[src/rtl/img_mem_loader.sv]
// Write side of the image block RAM: streams an IMG_W x IMG_W pixel image in
// raster order and stores it row-major inside a zero border PAD cells wide.
module img_mem_loader #(
  parameter int IMG_W  = 64,
  parameter int PAD    = 2,
  parameter int PIX_W  = 8,
  parameter int ADDR_W = 13
) (
  input  logic              clk,
  input  logic              rst,
  input  logic              start,
  input  logic              s_valid,
  input  logic [PIX_W-1:0]  s_data,
  output logic              s_ready,
  output logic              mem_we,
  output logic [ADDR_W-1:0] mem_addr,
  output logic [PIX_W-1:0]  mem_din,
  output logic              busy,
  output logic              img_ready,
  output logic [7:0]        frame_cnt
);

  localparam int PW = IMG_W + 2 * PAD;
  localparam logic [ADDR_W-1:0] LAST_IDX = ADDR_W'(PW - 1);
  localparam logic [ADDR_W-1:0] LO_IDX   = ADDR_W'(PAD);
  localparam logic [ADDR_W-1:0] HI_IDX   = ADDR_W'(PAD + IMG_W);

  typedef enum logic [1:0] {IDLE, FILL, DONE} state_t;

  state_t            state;
  logic [ADDR_W-1:0] row;
  logic [ADDR_W-1:0] col;
  logic [ADDR_W-1:0] addr;
  logic              interior;
  logic              advance;

  assign interior = (row >= LO_IDX) && (row < HI_IDX) && (col >= LO_IDX) && (col < HI_IDX);
  assign s_ready  = (state == FILL) && interior;
  assign advance  = (state == FILL) && (!interior || s_valid);

  // addr tracks row*PW+col incrementally: the scan is strictly row-major,
  // so every advance moves exactly one address forward.
  always_ff @(posedge clk or negedge rst) begin
    if (!rst) begin
      state     <= IDLE;
      row       <= '0;
      col       <= '0;
      addr      <= '0;
      mem_we    <= 1'b0;
      mem_addr  <= '0;
      mem_din   <= '0;
      busy      <= 1'b0;
      img_ready <= 1'b0;
      frame_cnt <= '0;
    end else begin
      mem_we <= 1'b0;
      case (state)
        IDLE: begin
          if (start) begin
            state     <= FILL;
            row       <= '0;
            col       <= '0;
            addr      <= '0;
            img_ready <= 1'b0;
            busy      <= 1'b1;
          end
        end
        FILL: begin
          if (advance) begin
            mem_we   <= 1'b1;
            mem_addr <= addr;
            mem_din  <= interior ? s_data : '0;
            addr     <= addr + 1'b1;
            if (col == LAST_IDX) begin
              col <= '0;
              if (row == LAST_IDX) state <= DONE;
              else                 row   <= row + 1'b1;
            end else begin
              col <= col + 1'b1;
            end
          end
        end
        DONE: begin
          busy      <= 1'b0;
          img_ready <= 1'b1;
          frame_cnt <= frame_cnt + 1'b1;
          state     <= IDLE;
        end
        default: state <= IDLE;
      endcase
    end
  end

endmodule

[config.mk]
export PLATFORM = sky130hd
export DESIGN_NAME = img_mem_loader
export DESIGN_NICKNAME = d
export VERILOG_FILES = /design/src/rtl/img_mem_loader.sv
export SDC_FILE = /design/constraint.sdc
export NUM_CORES = 1
export LEC_CHECK = 0
export CAP_MARGIN = 20
export CORE_MARGIN = 1.5
export CORE_UTILIZATION = 50
export DETAILED_ROUTE_END_ITERATION = 12
export GPL_TIMING_DRIVEN = 0
export PLACE_DENSITY = 0.76
export SYNTH_ARGS = -nofsm -noshare
export SYNTH_HDL_FRONTEND = slang
export SYNTH_SLANG_ARGS = --single-unit
[constraint.sdc]
create_clock -name clk -period 2.4 [get_ports clk]
set_input_delay 0.48 -clock clk [delete_from_list [all_inputs] [get_ports clk]]
set_output_delay 0.48 -clock clk [all_outputs]
set_load 0.01 [all_outputs]
; ---- After elaboration in Yosys (flattened, before gate mapping)
; Index checks and enable logic that the tools add are counted.
[totals]
mem_bits_rw = 0
latchBits = 0
mem_count = 0
reg_bits = 73
romBits = 0
output_inout_bits = 33
in_bits = 12
elab_cells = 64
[classes]
bitwise_logic = 0
magnitude_cmp = 4
reduce_logical = 15
multipliers = 0
n_div = 0
n_shift = 0
addsub = 4
n_mux = 22
eq_ne = 9
[ops]
columns = cell, count
row1 = $mux W13, 7
row2 = $pmux W13 S2, 3
row3 = $add A13 B1 Y13 const B, 3
row4 = $eq A13 B7 Y1 const B, 2
row5 = $ge A13 B2 Y1 const B, 2
row6 = $lt A13 B7 Y1 const B, 2
row7 = $add A8 B1 Y8 const B, 1
row8 = $mux W2, 4
row9 = $mux W8, 1
row10 = $ne A2 B2 Y1 const B, 3
row11 = $logic_and A1 B1 Y1, 5
row12 = $reduce_and A5 Y1, 1
row13 = $mux W1, 4
row14 = $ne A2 B1 Y1 const B, 2
row15 = $pmux W1 S2, 2
row16 = $pmux W2 S2, 1
row17 = $reduce_and A2 Y1, 2
row18 = $reduce_and A4 Y1, 1
row19 = $reduce_bool A2 Y1, 2
row20 = $reduce_and A3 Y1, 1
row21 = $eq A2 B1 Y1 const B, 1
row22 = $eq A2 B2 Y1 const B, 1
row23 = $logic_not A2 Y1, 1
row24 = $logic_not A1 Y1, 1
row25 = $logic_or A1 B1 Y1, 1

; ---- Depth between registers and ports, before layout
[logic_depth]
ltp_word = 9
mapped_depth = 9
depth_no_buf = 8

; ---- Least setup slack after synthesis
; OpenSTA, ideal clock, no wires.
[synth_path]
path_kind = register to register
startpoint = register col[5]
endpoint = register row[6]
path_buffers = 0
required_time_ns = 2.322
setup_time_ns = 0.078
path_stages_with_launch = 7
arrival_ns = 2.450
period_less_slack_ns = 2.528
path_slack_ns = -0.128
path_cell_list = dfrtp_1 or4_4 nor4_4 o2111ai_4 or3_1 or3_1 a21oi_1
[synth_between]
elab_chain_cells = 8
word_cells_on_any_way = 11
cone_classes = order compare (2) / eq/ne (3) / reduce/logical (6)
[synth_rtl]
columns = element, line_no
row1 = "start, declared", 32  ; logic [ADDR_W-1:0] col;
row2 = "start signal, assigned", 79  ; col <= col + 1'b1;
row3 = $ge A13 B2 Y1, 37  ; assign interior = (row >= LO_IDX) && (row < HI_IDX) && (col >= LO_IDX) && (col < HI_IDX);
row4 = $logic_and A1 B1 Y1 (2 in series), 37
row5 = $logic_not A1 Y1, 39  ; assign advance = (state == FILL) && (!interior || s_valid);
row6 = $logic_or A1 B1 Y1, 39
row7 = $logic_and A1 B1 Y1, 39
row8 = $ne A2 B2 Y1 (no source line), n/a
row9 = $reduce_and A5 Y1 (no source line) (*), n/a
row10 = "end signal, assigned", 77  ; else row <= row + 1'b1;
row11 = "end, declared", 31  ; logic [ADDR_W-1:0] row;
; Every way passes the cells marked *; elsewhere a longest branch is shown, timed or not.
; A chain may end at the register's enable or synchronous reset.

; ---- Final worst setup path
[layout_path]
startpoint = register row[5]
endpoint = output s_ready
[layout_between]
elab_chain_cells = 5
word_cells_on_any_way = 6
cone_classes = order compare (2) / reduce/logical (4)
[layout_rtl]
columns = element, line_no
row1 = $ge A13 B2 Y1 or $lt A13 B7 Y1 (tied branches), 37
row2 = $logic_and A1 B1 Y1 (*) (3 in series), 37
row3 = $logic_and A1 B1 Y1 (*), 38  ; assign s_ready = (state == FILL) && interior;
row4 = "end, declared", 14  ; output logic s_ready,
; Marked as above.

==> summary.log <==
INFO  run_status     run_status=finished with violations
INFO  run_status     failed_checks=setup timing
INFO  yosys          synth-edff-count=0
INFO  clock_network  tritoncts=built
INFO  timing         hold_viol=0
INFO  yosys          yosysWarnings=0
INFO  yosys          netlist.top_cell.by_area=dfrtp_1
INFO  floorplanning  core_area=6790um2
INFO  critical_path  worst-endpoint-required=1.92ns
INFO  final_layout   drive_gt1_frac=0.168
INFO  critical_path  cp-start-kind=flip-flop
INFO  placed_design  placer_congestion=0.871
INFO  yosys          cell_with_the_most_instances_after_synthesis=dfrtp_1
INFO  yosys          sequential_fraction_of_the_synthesis_area=0.517
INFO  yosys          synthFlopType=dfrtp_1
INFO  floorplanning  die-area=7580um2
INFO  yosys          share_of_synthesized_registers_carrying_an_async_set_or_reset=1.00
INFO  global_route   grt_pass1_wl=13,300um
INFO  route          ant_nets=0
INFO  global_route   initial_antenna_violation_count=0
INFO  job            drv.max_cap_violation_count=0
INFO  floorplanning  fp-row-count=30
INFO  clock_network  cts.reportedPaths.clkPinSlew=0.08ns
INFO  critical_path  setup.worst_path.class=flip-flop to output port
INFO  timing         worst_hold_slack=0.118ns
INFO  placed_design  dpl.cell_count=508
INFO  placed_design  place_worst_setup_slack=-0.389ns
INFO  yosys          synthesis.area=3530um2
INFO  route          via_per_inst=5.70
INFO  route          total_number_of_vias=3,093
INFO  clock_network  tritoncts.num_buffers=9
INFO  route          dr.first_iter.drc_count=191
INFO  floorplanning  die_width=87.1um
INFO  global_route   global_route.overflow_total=0
INFO  global_route   global_route_usage_sum=0.227
INFO  final_layout   postLayoutCellArea=4580um2
INFO  clock_network  max-clock-path-buffers=2
INFO  pwr            total_leakage_power=0.00204uW
INFO  final_layout   instances_no_fill=543
INFO  timing         transition_time_at_the_pin_with_the_least_slew_margin=0.758ns
INFO  timing         fin_crit=2.61ns
INFO  final_layout   synthToLayoutAreaGrowth=29.6%
INFO  clock_network  insertion_delay=0.36ns
INFO  yosys          netlist-cell-type-count=45
INFO  pwr            ir_worst_vdd=340uV
INFO  route          postRouteWirelength=8270um
INFO  timing         finalSetupViolCount=13
INFO  yosys          syn-num-nets=385
INFO  final_layout   diodes=0
INFO  global_route   first_global_vias=2,875
INFO  yosys          synth.area.top_cells=dfrtp_1 (52%), nand2_1 (7.4%), o21ai_0 (3.7%)
INFO  floorplanning  start_util=0.520
INFO  route          detailedRoute.firstPassIterationCount=4
INFO  critical_path  cp-end-kind=output port
INFO  clock_network  ctsRootBufferMaster=clkbuf_8
INFO  placed_design  portbufs=44
INFO  global_route   grt_start_max_net_pins=74
INFO  pwr            p_total=3320uW
INFO  floorplanning  pin_count=45
INFO  yosys          post_synth_inst_count=367
INFO  timing         rsz0062_at_grt=true
INFO  route          post_drt_wl_per_cell=15.2um
INFO  route          remaining_drc_errors=0
INFO  timing         slew_viol_final=0
INFO  yosys          synth.avg_cell_area=9.62um2
INFO  floorplanning  chipHeight=87.1um
INFO  placed_design  dpl_cell_area=4130um2
INFO  pwr            power.density_cell_area=726nW/um2
INFO  yosys          yosys.area.top_type_share=0.517
INFO  clock_network  ctsHtreeMaxLevel=3
INFO  critical_path  timing.critical_path.fanout_max=3
INFO  critical_path  worst_ep_arrival_time=2.13ns
INFO  clock_network  tritoncts_num_sinks=73
INFO  timing         post-route-worst-setup-slack=-0.209ns
INFO  timing         post-route-period-util=1.09
INFO  timing         worst_slew_margin_rel=0.493
INFO  worst_hold_path timing.hold.worst.class=input pin to async pin
INFO  final_layout   fin_nets=460
INFO  placed_design  hpwlAfterDp=5420um
INFO  yosys          synth.ff_latch_count=73
INFO  timing         fmax=383MHz
INFO  yosys          synth_commonest_cells=dfrtp_1 (73), nand2_1 (70), o21ai_0 (26)
INFO  timing         clock-skew-final=0.0131ns
-- critical path, cell delays in order, from the launching register on --
cell	delay (ns)
dfrtp_1	0.41
or4_4	0.57
or4_4	0.44
nand4_1	0.13
nor3_1	0.07
buf_2	0.17
-- registers in the layout (all words and copies together), names as in the netlist, 2 cells and up --
register and count:
addr 13, col 13, mem_addr 13, row 13, frame_cnt 8, mem_din 8
state 2
-- final timing paths --
kind                              from      endpoint  slack, ns  depth (start not counted)
max                             row[5]       s_ready      -0.21                          5
max in group asynchronous          rst        row[3]       1.95                          2
min                                rst  frame_cnt[2]       0.12                          2
min in group clk           mem_addr[3]   mem_addr[3]       0.48                          2
min reg2reg                mem_addr[3]   mem_addr[3]       0.48                          2
max reg2reg                     row[5]      addr[12]      -0.16                          8
-- per-layer routing --
layer / share of wire / global-route usage / vias up / routed length [um]
li1: - / - / 1470 / -
met1: 0.45 / 0.300 / 1551 / 3730
met2: 0.50 / 0.368 / 60 / 4110
met3: 0.035 / 0.0512 / 12 / 292
met4: 0.016 / 0.0792 / 0 / 133
met5: 0 / 0 / - / 0
-- cells in the final DEF (no fill, tap or decap), drive strengths merged, types with 2 or more instances in the layout --
master | synthesis | routed
clkdlybuf4s50 | 0 | 42
nor2 | 18 | 18
mux2i | 5 | 5
o22ai | 2 | 2
clkinvlp | 0 | 2
ha | 6 | 6
nor4 | 8 | 8
xor2 | 2 | 2
and2 | 5 | 5
o21ai | 26 | 26
clkinv | 0 | 3
dfrtp | 73 | 73
inv | 8 | 9
o211ai | 3 | 3
nor2b | 3 | 3
nor3 | 5 | 5
nand3 | 19 | 19
clkbuf | 13 | 21
a21o | 2 | 2
buf | 0 | 24
a31oi | 5 | 5
a22o | 8 | 8
o31ai | 10 | 10
a21oi | 14 | 14
nand4 | 5 | 5
and3 | 5 | 5
or4 | 7 | 7
nand2 | 70 | 70
nand2b | 6 | 6
or2 | 4 | 4
a41oi | 2 | 2
xnor2 | 11 | 11
or3 | 8 | 8
-- where the power goes --
| group | leakage [uW] | switching [uW] | total, uW | internal [uW] |
|---|---|---|---|---|
| sequential | 0.000971 | 174 | 1580 | 1400 |
| clock | 0.0000827 | 479 | 856 | 377 |
| combinational | 0.000987 | 471 | 892 | 421 |
-- cells by family (layout without fill, tap and decap cells) --
group,count (synthesis),after routing,share of synthesized area
adder cells (fa/ha/maj),6,6,0.0213
flip-flops,73,73,0.517
buffers and inverters,21,101,0.0223
multiplexers,6,6,0.0174
AO/OA/AOI/OAI,82,82,0.156
XOR/XNOR,13,13,0.0322
AND/OR/NAND/NOR,166,166,0.233
-- layout make-up --
class / instances / area, um2
buffer: 12 / 53.8
sequential: 73 / 1830
inverter: 8 / 30.0
multi-input combinational: 273 / 1760
timing repair buffer: 65 / 614
fill: 547 / 2220
tap: 96 / 120
clock inverter: 6 / 42.5
clock buffer: 10 / 128
-- per-stage QoR --
stage / util / setup TNS [ns]
2_1_floorplan: - / -0.0355
3_3_place_gp: 0.604 / -127.16
3_5_place_dp: 0.608 / -8.60
4_1_cts: 0.648 / -0.989
5_1_grt: 0.674 / -3.80
6_report: 0.674 / -0.992
-- what timing repair did --
| action | 4_1_cts | 5_1_grt |
|---|---|---|
| pin swaps | 4 | 9 |
| resized for setup | 21 | 22 |
| setup buffers | 8 | 12 |
| endpoints found under the setup margin | 53 | 45 |
| hold buffers | 0 | 0 |
Power figures use the tool's default switching activity.
